[config.mk]
export PLATFORM = sky130hd
export DESIGN_NAME = fetch_ctrl
export DESIGN_NICKNAME = d
export VERILOG_FILES = /design/src/rtl/fetch_pkg.sv /design/src/rtl/fetch_ctrl_refill_counter.sv /design/src/rtl/fetch_ctrl.sv
export SDC_FILE = /design/constraint.sdc
export NUM_CORES = 1
export LEC_CHECK = 0
export BUFFER_PORTS_ARGS = -buffer_cell sky130_fd_sc_hd__buf_2
export CORE_UTILIZATION = 48
export CTS_BUF_LIST = sky130_fd_sc_hd__clkbuf_16
export DETAILED_ROUTE_END_ITERATION = 8
export PLACE_DENSITY = 0.79
export SYNTH_ARGS = -nofsm -noshare
export SYNTH_HDL_FRONTEND = slang
export SYNTH_SLANG_ARGS = --single-unit
[constraint.sdc]
create_clock -name clk -period 2.5 [get_ports clk]
set_clock_uncertainty 0.05 [all_clocks]
set_input_delay 0.375 -clock clk [delete_from_list [all_inputs] [get_ports clk]]
set_output_delay 0.375 -clock clk [all_outputs]
set_load 0.03 [all_outputs]
[src/rtl/fetch_pkg.sv]
// Shared definitions for the instruction-fetch refill controller.
//   LINE_WORDS    : default number of 32-bit words per I-cache line
//   fetch_state_t : controller states
//     RUN     | normal fetch; redirect, miss and load-use handling
//     REFILL  | requesting line words from memory, pipeline frozen
//     INSTALL | one-cycle tag write after the last word arrived
package fetch_pkg;

  localparam int LINE_WORDS = 4;

  typedef enum logic [1:0] {
    RUN     = 2'd0,
    REFILL  = 2'd1,
    INSTALL = 2'd2
  } fetch_state_t;

  // Saturating increment used for the miss counter.
  function automatic logic [63:0] sat_inc(input logic [63:0] val, input int width);
    logic [63:0] max_val;
    max_val = (width >= 64) ? '1 : ((64'd1 << width) - 64'd1);
    return (val >= max_val) ? max_val : val + 64'd1;
  endfunction

endpackage

[src/rtl/fetch_ctrl_refill_counter.sv]
// Word index counter for a cache-line refill.
//   clk, rst : clock, synchronous active-high reset
//   clr_i    : force the index to zero (start of a new refill)
//   en_i     : advance the index by one (a word was accepted)
//   idx_o    : current word index within the line
//   wrap_o   : the last word is being accepted this cycle
module refill_counter #(
  parameter  int LINE_WORDS = 4,
  localparam int IDX_W      = $clog2(LINE_WORDS)
) (
  input  logic             clk,
  input  logic             rst,
  input  logic             clr_i,
  input  logic             en_i,
  output logic [IDX_W-1:0] idx_o,
  output logic             wrap_o
);

  logic [IDX_W-1:0] idx_q;
  logic [IDX_W-1:0] idx_d;

  // LINE_WORDS is a power of two, so the increment wraps to zero on its own.
  always_comb begin
    idx_d = idx_q;
    if (clr_i) begin
      idx_d = '0;
    end else if (en_i) begin
      idx_d = idx_q + 1'b1;
    end
  end

  always_ff @(posedge clk) begin
    if (rst) begin
      idx_q <= '0;
    end else begin
      idx_q <= idx_d;
    end
  end

  assign idx_o  = idx_q;
  assign wrap_o = en_i && (idx_q == IDX_W'(LINE_WORDS - 1));

endmodule

[src/rtl/fetch_ctrl.sv]
// Instruction-fetch miss controller: freezes the front end on an I-cache
// miss, refills the line word by word from main memory, installs the tag and
// resumes. Also arbitrates branch redirects and load-use stalls.
//   clk, rst          : clock, synchronous active-high reset
//   PCF               : fetch PC
//   ICacheHit         : hit for PCF
//   PCSrcE            : taken redirect from execute
//   LoadUseHazard     : load-use dependency D/E
//   MemReady          : memory delivers one refill word this cycle
//   MemReq, MemAddr   : refill request and word byte address (registered)
//   RefillEn/Idx      : cache word write strobe and word index
//   StallF/D, FlushD/E: pipeline hold and bubble controls
//   MissCount         : saturating count of completed refills (registered)
module fetch_ctrl #(
  parameter  int LINE_WORDS = fetch_pkg::LINE_WORDS,
  parameter  int CNT_W      = 16,
  localparam int IDX_W      = $clog2(LINE_WORDS)
) (
  input  logic             clk,
  input  logic             rst,
  input  logic [31:0]      PCF,
  input  logic             ICacheHit,
  input  logic             PCSrcE,
  input  logic             LoadUseHazard,
  input  logic             MemReady,
  output logic             MemReq,
  output logic [31:0]      MemAddr,
  output logic             RefillEn,
  output logic [IDX_W-1:0] RefillIdx,
  output logic             StallF,
  output logic             StallD,
  output logic             FlushD,
  output logic             FlushE,
  output logic [CNT_W-1:0] MissCount
);

  import fetch_pkg::*;

  localparam int OFF_W  = IDX_W + 2;
  localparam int LINE_W = 32 - OFF_W;

  fetch_state_t      state_q, state_d;
  logic [LINE_W-1:0] line_q, line_d;
  logic [CNT_W-1:0]  miss_q, miss_d;

  logic              cnt_clr;
  logic              cnt_en;
  logic [IDX_W-1:0]  cnt_idx;
  logic              cnt_wrap;

  // Byte/word offset bits of PCF are irrelevant to the line address.
  logic unused_pcf;
  assign unused_pcf = ^PCF[OFF_W-1:0];

  refill_counter #(
    .LINE_WORDS (LINE_WORDS)
  ) u_refill_counter (
    .clk    (clk),
    .rst    (rst),
    .clr_i  (cnt_clr),
    .en_i   (cnt_en),
    .idx_o  (cnt_idx),
    .wrap_o (cnt_wrap)
  );

  always_ff @(posedge clk) begin
    if (rst) begin
      state_q <= RUN;
      line_q  <= '0;
      miss_q  <= '0;
    end else begin
      state_q <= state_d;
      line_q  <= line_d;
      miss_q  <= miss_d;
    end
  end

  always_comb begin
    state_d   = state_q;
    line_d    = line_q;
    miss_d    = miss_q;
    cnt_clr   = 1'b0;
    cnt_en    = 1'b0;
    MemReq    = 1'b0;
    RefillEn  = 1'b0;
    RefillIdx = '0;
    StallF    = 1'b0;
    StallD    = 1'b0;
    FlushD    = 1'b0;
    FlushE    = 1'b0;
    // Address is straight from the line/index registers; forced to zero
    // while reset is applied so nothing downstream sees a stale request.
    MemAddr   = rst ? 32'd0 : {line_q, cnt_idx, 2'b00};

    if (!rst) begin
      unique case (state_q)
        RUN: begin
          if (PCSrcE) begin
            // Wrong-path fetch: a miss here must not start a refill.
            FlushD = 1'b1;
            FlushE = 1'b1;
          end else if (!ICacheHit) begin
            line_d  = PCF[31:OFF_W];
            cnt_clr = 1'b1;
            state_d = REFILL;
            StallF  = 1'b1;
            StallD  = 1'b1;
            FlushE  = 1'b1;
          end else if (LoadUseHazard) begin
            StallF = 1'b1;
            StallD = 1'b1;
            FlushE = 1'b1;
          end
        end

        REFILL: begin
          // E holds only bubbles here, so redirects and hazards are ignored.
          MemReq = 1'b1;
          StallF = 1'b1;
          StallD = 1'b1;
          FlushE = 1'b1;
          if (MemReady) begin
            RefillEn  = 1'b1;
            RefillIdx = cnt_idx;
            cnt_en    = 1'b1;
            if (cnt_wrap) begin
              state_d = INSTALL;
            end
          end
        end

        INSTALL: begin
          StallF  = 1'b1;
          StallD  = 1'b1;
          FlushE  = 1'b1;
          miss_d  = CNT_W'(sat_inc(64'(miss_q), CNT_W));
          state_d = RUN;
        end

        default: begin
          state_d = RUN;
        end
      endcase
    end
  end

  assign MissCount = miss_q;

endmodule

==> metrics.cfg <==
[status]
outcome = finished clean

[timing]
post-route-min-period_ns = 2.06
hold_viol_final = 0
post-route-period-util = 0.823
slew_headroom = 0.638
grt_setup_unrepaired = no
fmax_mhz = 486
setup_violations = 0
final-max-slew-violation-count = 0
worst_pin_slew_ns = 0.543
fin_setup_tns_ns = 0

[hold_path]
hold_class = primary input to register
hold_start = PCF[5]
min_path_cells = 3
hold_end = line_q[1]

[clock_network]
cts_setup_buffers = 0
clock_path_buffers = 2
cts_sinks = 48
hold_buffers = 0
cts_tree = done
worstSkewPairLatency_ns = 0.27
cts-root-buf = clkbuf_16
path_clk_slew_ns = 0.06
cts_max_level = 2
cts-buffers-inserted = 5
cts_resized = 0

[floorplanning]
die_h_um = 71.6
core_area_sq_mm = 0.00450
rows = 24
num_io_pins = 94
fp.dieArea_sq_mm = 0.00512
die_x_um = 71.6
initial_core_util = 0.516

[synthesis]
yosysUniqueCellTypes = 36
synth_cells = 282
syn_avg_cell_area_sq_um = 8.24
ys.flop_type = dfxtp_1
synth-seq-area-share = 0.414
ys_async_sr_fraction = 0
synth_area_sq_mm = 0.00232
ys_ff_latch = 48
yosys_warnings = 0
synth_edf_count = 0

[run]
cap_viol_max_count = 0

[placement]
portBuffers = 87
place_inst = 406
placed_area_sq_mm = 0.00276
dp_hpwl_um = 3450
place.gp.congestion = 0.728

[grt]
grt_pass1_vias = 1796
grt_pass1_wl_um = 7800
grt_max_degree = 52
antenna_found_initial = 0
grt_overflow = 0
track_usage = 0.189

[finish]
syn2layout_area_growth_pct = 24.7
stdcell_count = 413
final_layout_size_suffix_gt1_frac = 0.313
design_area_sq_mm = 0.00290
num_antenna_cells = 0
fin_nets = 406

[power]
pwr-share-clk = 0.375
p_per_area_mw_per_mm2 = 563
vdd_ir_drop_max_v = 0.000266
internal_power_mw = 1.23
swShare = 0.247
comb_power_share = 0.133
p_sw_uw = 404
sequentialPowerShare = 0.493
p_leak_nw = 1.31

[setup_path]
worstPathMaxFanout = 13
startpoint_type = register
ff2ff_path_depth = 6
crit_required_ns = 2.65
r2r-start = state_q[0]
end_kind = register
critPathKind = register to register
worstPathArrival_ns = 2.21
reg2reg_to = MissCount[11]
regToRegSetupSlack_ns = 0.44

[drt]
via_per_inst = 5.01
drt-initial-drc-count = 130
routed_wl_um = 4770
drtPass1Iterations = 4
ant_nets = 0
wl_per_cell_um = 11.5
num_vias = 2068
route.detailed.drc = 0

[final cells by class]
cell class,count,area [sq um]
fillers,405,1610
multi-input cells,210,1250
flip-flops and latches,48,961
repair buffers,91,465
clock buffers,5,125
well taps,52,65.1
inverters,5,18.8
clock inverters,2,8.76
[stage by stage]
stage | utilization | hold slack (ns) | total power, mW | setup slack, ns
2_1_floorplan | - | 0.382 | 0.975 | 0.359
3_3_place_gp | 0.614 | 0.388 | 1.04 | 0.495
3_5_place_dp | 0.614 | 0.392 | 1.04 | 0.416
4_1_cts | 0.643 | 0.280 | 1.65 | 0.413
5_1_grt | 0.643 | 0.286 | 1.71 | 0.219
6_report | 0.643 | 0.283 | 1.63 | 0.442
[cells in the mapped netlist, types with 2 or more instances]
library cell | instances | area share
nand2_1 | 64 | 0.10
dfxtp_1 | 48 | 0.41
a21oi_1 | 34 | 0.073
nor2b_1 | 31 | 0.083
clkbuf_1 | 16 | 0.026
nor2_1 | 11 | 0.018
a21oi_2 | 10 | 0.038
xnor2_1 | 10 | 0.038
ha_1 | 7 | 0.038
nor3_1 | 7 | 0.015
inv_1 | 5 | 0.0081
and3_1 | 4 | 0.011
mux2i_1 | 4 | 0.017
buf_4 | 3 | 0.0097
nand4_1 | 3 | 0.0081
xor2_1 | 3 | 0.011
and2_1 | 2 | 0.0054
o21a_1 | 2 | 0.0065
[how the worst max path moves through the flow]
| stage | startpoint | cells after the start | endpoint |
|---|---|---|---|
| 2_1_floorplan | state_q[1] | 7 | u_refill_counter.idx_o[1] |
| 3_3_place_gp | state_q[0] | 6 | MissCount[10] |
| 3_5_place_dp | state_q[0] | 6 | MissCount[11] |
| 4_1_cts | state_q[0] | 6 | MissCount[11] |
| 5_1_grt | state_q[0] | 6 | MissCount[11] |
| 6_report | state_q[0] | 6 | MissCount[11] |
[routing by layer]
layer / track usage / vias to the layer above / part of all wire
met5: 0 / - / 0
met4: 0.0654 / 0 / 0.0048
met3: 0.0352 / 2 / 0.056
met2: 0.335 / 58 / 0.48
met1: 0.231 / 931 / 0.46
li1: - / 1077 / -
[registers in the layout (all words and copies together), names as in the netlist]
signal	flops
line_q	28
MissCount	16
state_q	2
u_refill_counter.idx_o	2
[power groups by stage]
stage	combinational, mW	clock [mW]	sequential [mW]
final	0.216	0.612	0.804
after global routing	0.239	0.660	0.808
after floorplan	0.156	0	0.819
after detailed placement	0.218	0	0.821
after CTS	0.219	0.628	0.804
after global placement	0.216	0	0.819
[cells by family after synthesis]
logic type / Yosys count / synth area share
AND/OR/NAND/NOR: 132 / 0.297
AO/OA/AOI/OAI: 52 / 0.135
flip-flops: 48 / 0.414
buffers and inverters: 25 / 0.0485
XOR/XNOR: 13 / 0.0490
adder cells (fa/ha/maj): 7 / 0.0377
multiplexers: 4 / 0.0172
other: 1 / 0.00161
[cells in the final DEF, fill, tap and decap left out, types with 3 or more instances in the layout]
| master | count |
|---|---|
| xnor2_1 | 10 |
| inv_1 | 6 |
| nor3_1 | 7 |
| nand4_1 | 3 |
| xor2_1 | 3 |
| dfxtp_1 | 48 |
| a21oi_2 | 10 |
| and3_1 | 4 |
| ha_1 | 7 |
| clkbuf_16 | 5 |
| nand2_1 | 64 |
| nor2_1 | 11 |
| buf_2 | 87 |
| a21oi_1 | 34 |
| mux2i_1 | 4 |
| buf_4 | 4 |
| nor2b_1 | 31 |
[worst max-delay path, stage by stage, from the launching register on]
cell and delay [ns]:
dfxtp_1 0.34, inv_1 0.12, ha_1 0.34, nand4_4 0.20
nor4_4 0.45, nand3_4 0.28, a21oi_1 0.20
(Power assumes the default switching activity.)
